File: src/rtl/uart_pkg.sv
// Shared definitions for the UART CPU-side bus master: FSM states,
// C_nD encodings and default cycle timings.
package uart_pkg;

  typedef enum logic [2:0] {
    ST_IDLE,
    ST_WAIT_RDY,
    ST_SETUP,
    ST_STROBE,
    ST_HOLD,
    ST_RESP
  } state_t;

  localparam logic C_DATA = 1'b0;
  localparam logic C_CTRL = 1'b1;

  localparam int unsigned DEF_SETUP_CYC   = 1;
  localparam int unsigned DEF_STROBE_CYC  = 2;
  localparam int unsigned DEF_HOLD_CYC    = 1;
  localparam int unsigned DEF_TIMEOUT_CYC = 1024;

  function automatic int unsigned max4(input int unsigned a, input int unsigned b,
                                       input int unsigned c, input int unsigned d);
    int unsigned m;
    m = a;
    if (b > m) m = b;
    if (c > m) m = c;
    if (d > m) m = d;
    return m;
  endfunction

endpackage

File: src/rtl/uart_cpu_timer.sv
// Loadable down-counter that stops at zero; o_zero flags the final cycle of a
// state whose dwell time was loaded as (cycles - 1).
module uart_cpu_timer #(
  parameter int unsigned W = 4
) (
  input  logic         i_clk,
  input  logic         i_n_rst,
  input  logic         i_load,
  input  logic [W-1:0] i_val,
  output logic         o_zero
);

  logic [W-1:0] r_cnt;

  always_ff @(posedge i_clk or negedge i_n_rst) begin
    if (!i_n_rst) begin
      r_cnt <= '0;
    end else if (i_load) begin
      r_cnt <= i_val;
    end else if (r_cnt != '0) begin
      r_cnt <= r_cnt - 1'b1;
    end
  end

  assign o_zero = (r_cnt == '0);

endmodule

File: src/rtl/uart_cpu_master.sv
// Bus initiator for the UART CPU port: turns valid/ready commands into timed
// read/write cycles, optionally gated on Tx_RDY/Rx_RDY with a timeout.
module uart_cpu_master
  import uart_pkg::*;
#(
  parameter int unsigned SETUP_CYC   = DEF_SETUP_CYC,
  parameter int unsigned STROBE_CYC  = DEF_STROBE_CYC,
  parameter int unsigned HOLD_CYC    = DEF_HOLD_CYC,
  parameter int unsigned TIMEOUT_CYC = DEF_TIMEOUT_CYC
) (
  input  logic       clk,
  input  logic       n_RST,
  input  logic       cmd_valid,
  output logic       cmd_ready,
  input  logic       cmd_write,
  input  logic       cmd_cd,
  input  logic       cmd_wait,
  input  logic [7:0] cmd_wdata,
  output logic       rsp_valid,
  output logic [7:0] rsp_rdata,
  output logic       rsp_err,
  output logic       C_nD,
  output logic       n_RD,
  output logic       n_WR,
  output logic       n_CS,
  output logic [7:0] DATA_OUT,
  input  logic [7:0] DATA_IN,
  input  logic       Tx_RDY,
  input  logic       Rx_RDY
);

  localparam int unsigned MAXC = max4(SETUP_CYC, STROBE_CYC, HOLD_CYC, TIMEOUT_CYC);
  localparam int unsigned CW   = $clog2(MAXC) + 1;

  state_t          r_state, w_state_nxt;
  logic            w_accept, w_zero, w_load;
  logic [CW-1:0]   w_load_val;
  logic            r_cmd_write, r_cmd_cd;
  logic [7:0]      r_cmd_wdata;
  logic            w_write, w_cd;
  logic [7:0]      w_wdata;
  logic            r_ready, r_rsp_valid, r_rsp_err;
  logic [7:0]      r_rsp_rdata;
  logic            r_cnd, r_nrd, r_nwr, r_ncs;
  logic [7:0]      r_dout;

  assign w_accept = cmd_valid && r_ready;

  // Entering SETUP straight from IDLE happens on the accept edge, before the
  // command registers hold the new command.
  assign w_write = (r_state == ST_IDLE) ? cmd_write : r_cmd_write;
  assign w_cd    = (r_state == ST_IDLE) ? cmd_cd    : r_cmd_cd;
  assign w_wdata = (r_state == ST_IDLE) ? cmd_wdata : r_cmd_wdata;

  uart_cpu_timer #(.W(CW)) u_timer (
    .i_clk   (clk),
    .i_n_rst (n_RST),
    .i_load  (w_load),
    .i_val   (w_load_val),
    .o_zero  (w_zero)
  );

  always_ff @(posedge clk or negedge n_RST) begin
    if (!n_RST) r_state <= ST_IDLE;
    else        r_state <= w_state_nxt;
  end

  always_comb begin
    w_state_nxt = r_state;
    w_load_val  = '0;
    case (r_state)
      ST_IDLE:
        if (w_accept)
          w_state_nxt = (cmd_wait && (cmd_cd == C_DATA)) ? ST_WAIT_RDY : ST_SETUP;
      ST_WAIT_RDY:
        if (r_cmd_write ? Tx_RDY : Rx_RDY) w_state_nxt = ST_SETUP;
        else if (w_zero)                   w_state_nxt = ST_RESP;
      ST_SETUP:  if (w_zero) w_state_nxt = ST_STROBE;
      ST_STROBE: if (w_zero) w_state_nxt = ST_HOLD;
      ST_HOLD:   if (w_zero) w_state_nxt = ST_RESP;
      ST_RESP:   w_state_nxt = ST_IDLE;
      default:   w_state_nxt = ST_IDLE;
    endcase
    w_load = (w_state_nxt != r_state);
    case (w_state_nxt)
      ST_WAIT_RDY: w_load_val = CW'(TIMEOUT_CYC - 1);
      ST_SETUP:    w_load_val = CW'(SETUP_CYC - 1);
      ST_STROBE:   w_load_val = CW'(STROBE_CYC - 1);
      ST_HOLD:     w_load_val = CW'(HOLD_CYC - 1);
      default:     w_load_val = '0;
    endcase
  end

  always_ff @(posedge clk or negedge n_RST) begin
    if (!n_RST) begin
      r_cmd_write <= 1'b0;
      r_cmd_cd    <= C_CTRL;
      r_cmd_wdata <= '0;
      r_ready     <= 1'b0;
      r_rsp_valid <= 1'b0;
      r_rsp_err   <= 1'b0;
      r_rsp_rdata <= '0;
      r_ncs       <= 1'b1;
      r_nrd       <= 1'b1;
      r_nwr       <= 1'b1;
      r_cnd       <= C_CTRL;
      r_dout      <= '0;
    end else begin
      if (w_accept) begin
        r_cmd_write <= cmd_write;
        r_cmd_cd    <= cmd_cd;
        r_cmd_wdata <= cmd_wdata;
      end
      r_ready     <= (w_state_nxt == ST_IDLE);
      r_rsp_valid <= (w_state_nxt == ST_RESP);
      r_rsp_err   <= (w_state_nxt == ST_RESP) && (r_state == ST_WAIT_RDY);
      r_ncs       <= !(w_state_nxt inside {ST_SETUP, ST_STROBE, ST_HOLD});
      r_nwr       <= !((w_state_nxt == ST_STROBE) && r_cmd_write);
      r_nrd       <= !((w_state_nxt == ST_STROBE) && !r_cmd_write);
      if ((w_state_nxt == ST_SETUP) && (r_state != ST_SETUP)) begin
        r_cnd  <= w_cd;
        r_dout <= w_write ? w_wdata : '0;
      end else if (w_state_nxt == ST_RESP) begin
        r_cnd  <= C_CTRL;
        r_dout <= '0;
      end
      // Read data is taken on the edge at which the strobe rises.
      if ((r_state == ST_STROBE) && w_zero && !r_cmd_write)
        r_rsp_rdata <= DATA_IN;
      else if ((w_state_nxt == ST_RESP) && (r_state != ST_RESP) &&
               (r_cmd_write || (r_state == ST_WAIT_RDY)))
        r_rsp_rdata <= '0;
    end
  end

  assign cmd_ready = r_ready;
  assign rsp_valid = r_rsp_valid;
  assign rsp_rdata = r_rsp_rdata;
  assign rsp_err   = r_rsp_err;
  assign n_CS      = r_ncs;
  assign n_RD      = r_nrd;
  assign n_WR      = r_nwr;
  assign C_nD      = r_cnd;
  assign DATA_OUT  = r_dout;

endmodule

File: config.mk
export PLATFORM = sky130hd
export DESIGN_NAME = uart_cpu_master
export DESIGN_NICKNAME = d
export VERILOG_FILES = /design/src/rtl/uart_pkg.sv /design/src/rtl/uart_cpu_timer.sv /design/src/rtl/uart_cpu_master.sv
export SDC_FILE = /design/constraint.sdc
export NUM_CORES = 1
export LEC_CHECK = 0
export CELL_PAD_IN_SITES_DETAIL_PLACEMENT = 0
export CELL_PAD_IN_SITES_GLOBAL_PLACEMENT = 1
export CORE_MARGIN = 2
export CORE_UTILIZATION = 43
export DETAILED_ROUTE_END_ITERATION = 6
export HOLD_SLACK_MARGIN = 0.15
export PLACE_DENSITY = 0.85
export REMOVE_ABC_BUFFERS = 1
export SLEW_MARGIN = 20
export SYNTH_ARGS = -nofsm -noshare
export SYNTH_HDL_FRONTEND = slang
export SYNTH_SLANG_ARGS = --single-unit
export TNS_END_PERCENT = 30
File: constraint.sdc
create_clock -name clk -period 3.8 [get_ports clk]
set_clock_uncertainty 0.1 [all_clocks]
set_input_delay 0.57 -clock clk [delete_from_list [all_inputs] [get_ports clk]]
set_output_delay 0.57 -clock clk [all_outputs]
set_load 0.01 [all_outputs]
==> summary.txt <==
Max-cap violations: 0
Clock Power Share: 0.148
Sequential area share after synthesis: 0.5150
Critical Path AT: 2.75 ns
Static Leakage: 1.175 nW
Status: complete, no violations
Area Growth Syn to Fin: 25.94%
CTS Buf Count: 5
Die Wd: 77.07 um
Crit Path Class: reg2reg
Number of cell rows: 26
Core area: 5140 um^2
Min-delay worst type: in2async
Primary FF master, synth: dfrtp_1
Largest net degree at the start of global routing: 48
CTS tree: yes
Vias: 1704
Routed vias/inst: 5.325
Final ANT Viol Nets: 0
Switching power: 746.3 uW
Post-CTS Resized: 0
# H-tree levels: 2
Synth Area per Inst: 11.09 um^2
# placed instances: 313
Diodes inserted: 0
Filler cells: 482
Initial antenna violation count: 0
Register bit total from synthesis: 47
Finished Layout Cells: 320
Netlist cell types: 47
Warnings from Yosys: 0
FMAX: 375.2 MHz
Post-CTS Hold Fix Bufs: 0
P_int: 1.289 mW
Crit path capture type: register
Worst setup slack after layout: 1.135 ns
# port buffers: 46
Fin. Hold Viols: 0
CTS sink count: 47
Tot GR Track Use: 0.1693
DIE AREA: 5940 um^2
Clock tree buffer depth: 2
RSZ-0062 raised after global routing: false
Synth Instances: 207
Clock latency on the worst-skew pair: 0.29 ns
First-pass GRT wire length: 8079 um
Peak VDD IR: 327.2 uV
Final setup TNS: 0 ns
Clk Tree Root Cell: clkbuf_8
Rel. slew slack: 0.6089
Critical Path RT: 3.88 ns
Routed len/inst: 14.64 um
GRT overflow: 0
Ports: 47
Final Critical Period: 2.665 ns
Synth top area share: 0.4578
Die height: 77.07 um
Slew Limit Fails: 0
Top post-synthesis cells by area: dfrtp_1, a22o_1, mux2_2
Share of layout cells above drive strength 1: 0.1480
Initial DRC Count: 132
# setup viols final: 0
Pre-antenna DRT Iters: 4
Vias in the first global route: 1666
Post-CTS setup buffer count: 0
Seq pwr share: 0.420
Initial Util: 0.4467
CP startpoint kind: register
Post-synth EDFFs: 0
Final Wtd Congestion: 0.8260
Sw Ratio: 0.3667
Layout net count: 275
Crit-path max FO: 14
DP HPWL: 3263 um
Fin crit share: 0.7014
Worst-Margin Slew: 0.5704 ns
Clock transition at path regs: 0.08 ns
Mapped Area: 2296 um^2
Area leader, netlist: dfrtp_1
Post-place setup slack: 1.141 ns
Routed WL: 4685 um
Pwr/cell area: 703.8 nW/um^2
Logic pwr share: 0.432
Ys async rst share: 1.000
DRC: 0
==> worst max-delay path, cell delays in order, from the launching register on <==
cell,delay [ns]
dfrtp_1,0.42
inv_1,0.07
ha_1,0.19
or4b_1,0.54
or4_4,0.58
a21oi_4,0.19
o2111ai_4,0.19
a22o_1,0.28
==> sequential cells by signal, summed over array words and instances, names as in the netlist <==
| register | count |
|---|---|
| r_state | 3 |
| n_WR | 1 |
| n_CS | 1 |
| r_cmd_cd | 1 |
| rsp_err | 1 |
| cmd_ready | 1 |
| DATA_OUT | 8 |
| C_nD | 1 |
| rsp_valid | 1 |
| r_cmd_wdata | 8 |
| r_cmd_write | 1 |
| rsp_rdata | 8 |
| n_RD | 1 |
| u_timer.r_cnt | 11 |
==> Yosys cell counts (all sizes together) (2+ instances only) <==
cell type  count
nor3b          3
a211oi         3
nand2         17
nand2b         2
mux2i          2
o31ai          3
mux2          12
clkbuf         8
nor2          10
a22o          16
buf            4
nand3         11
o21ai         20
nor2b          4
xnor2          7
dfrtp         42
nor4           3
a21oi          3
a311oi         3
or4            3
dfstp          5
inv            5
nor3           4
==> cells by family (layout without fill, tap and decap cells) <==
group	Yosys count	count (layout)	share of synthesized area
compound gates	58	58	0.1946
flops	47	47	0.5150
xor+xnor	8	8	0.03052
mux	14	14	0.06758
buf+inv	17	60	0.03324
simple gates	62	62	0.1537
fa+ha+maj	1	1	0.005449
==> final timing paths <==
check                                              from                           end  slack (ns)  cells past startpoint
max                        u_timer.r_cnt[0]$_DFFE_PN0P_       DATA_OUT[7]$_DFFE_PN0P_        1.13                      7
min                                               n_RST  u_timer.r_cnt[4]$_DFFE_PN0P_        0.17                      1
max reg2reg                u_timer.r_cnt[0]$_DFFE_PN0P_       DATA_OUT[7]$_DFFE_PN0P_        1.13                      7
min reg2reg                            C_nD$_DFFE_PN1P_              C_nD$_DFFE_PN1P_        0.40                      2
max in group asynchronous                         n_RST       r_cmd_write$_DFFE_PN0P_        3.03                      1
min in group clk                       C_nD$_DFFE_PN1P_              C_nD$_DFFE_PN1P_        0.40                      2
==> placed cells by master, fill, tap and decap left out, drive strengths merged, types with 6 or more instances in the layout <==
cell type / Yosys / routed
nand3: 11 / 11
nor2: 10 / 10
o21ai: 20 / 20
nand2: 17 / 17
xnor2: 7 / 7
a22o: 16 / 16
clkbuf: 8 / 6
clkdlybuf4s50: 0 / 45
mux2: 12 / 12
dfrtp: 42 / 42
==> layout make-up <==
type | count | area (um^2) | area share
multi-input cells | 143 | 1042 | 0.3605
flip-flops and latches | 47 | 1182 | 0.4089
clock inverters | 1 | 5.005 | 0.001731
repair buffers | 48 | 473.0 | 0.1636
inverters | 5 | 18.77 | 0.006491
well taps | 70 | 87.58 | 0.03029
clock buffers | 6 | 82.58 | 0.02856
==> routing by layer <==
metal | wire, um | global-route usage | vias to the layer above
met5 | 0 | 0 | -
met4 | 41 | 0.04286 | 0
met3 | 226 | 0.03765 | 6
met2 | 2119 | 0.2632 | 52
met1 | 2297 | 0.2417 | 795
li1 | - | - | 851
==> through the flow <==
| step | hold slack, ns | area [um^2] | util | power (mW) |
|---|---|---|---|---|
| 3_5_place_dp | 0.3879 | 2801 | 0.5450 | 1.743 |
| 6_report | 0.1675 | 2892 | 0.5626 | 2.035 |
| 3_3_place_gp | 0.3839 | 2801 | 0.5450 | 1.732 |
| 5_1_grt | 0.2108 | 2892 | 0.5626 | 2.201 |
| 4_1_cts | 0.3901 | 2889 | 0.5621 | 2.051 |
| 2_1_floorplan | 0.1744 | 2238 | - | 1.423 |
==> power groups by stage <==
stage                     clock network [mW]  logic, mW  registers [mW]
after floorplan                            0      0.570           0.853
final                                  0.301      0.880           0.854
after global routing                   0.333      0.982           0.887
after CTS                              0.308      0.889           0.854
after global placement                     0      0.871           0.862
after detailed placement                   0      0.885           0.858
Power figures use the tool's default switching activity.
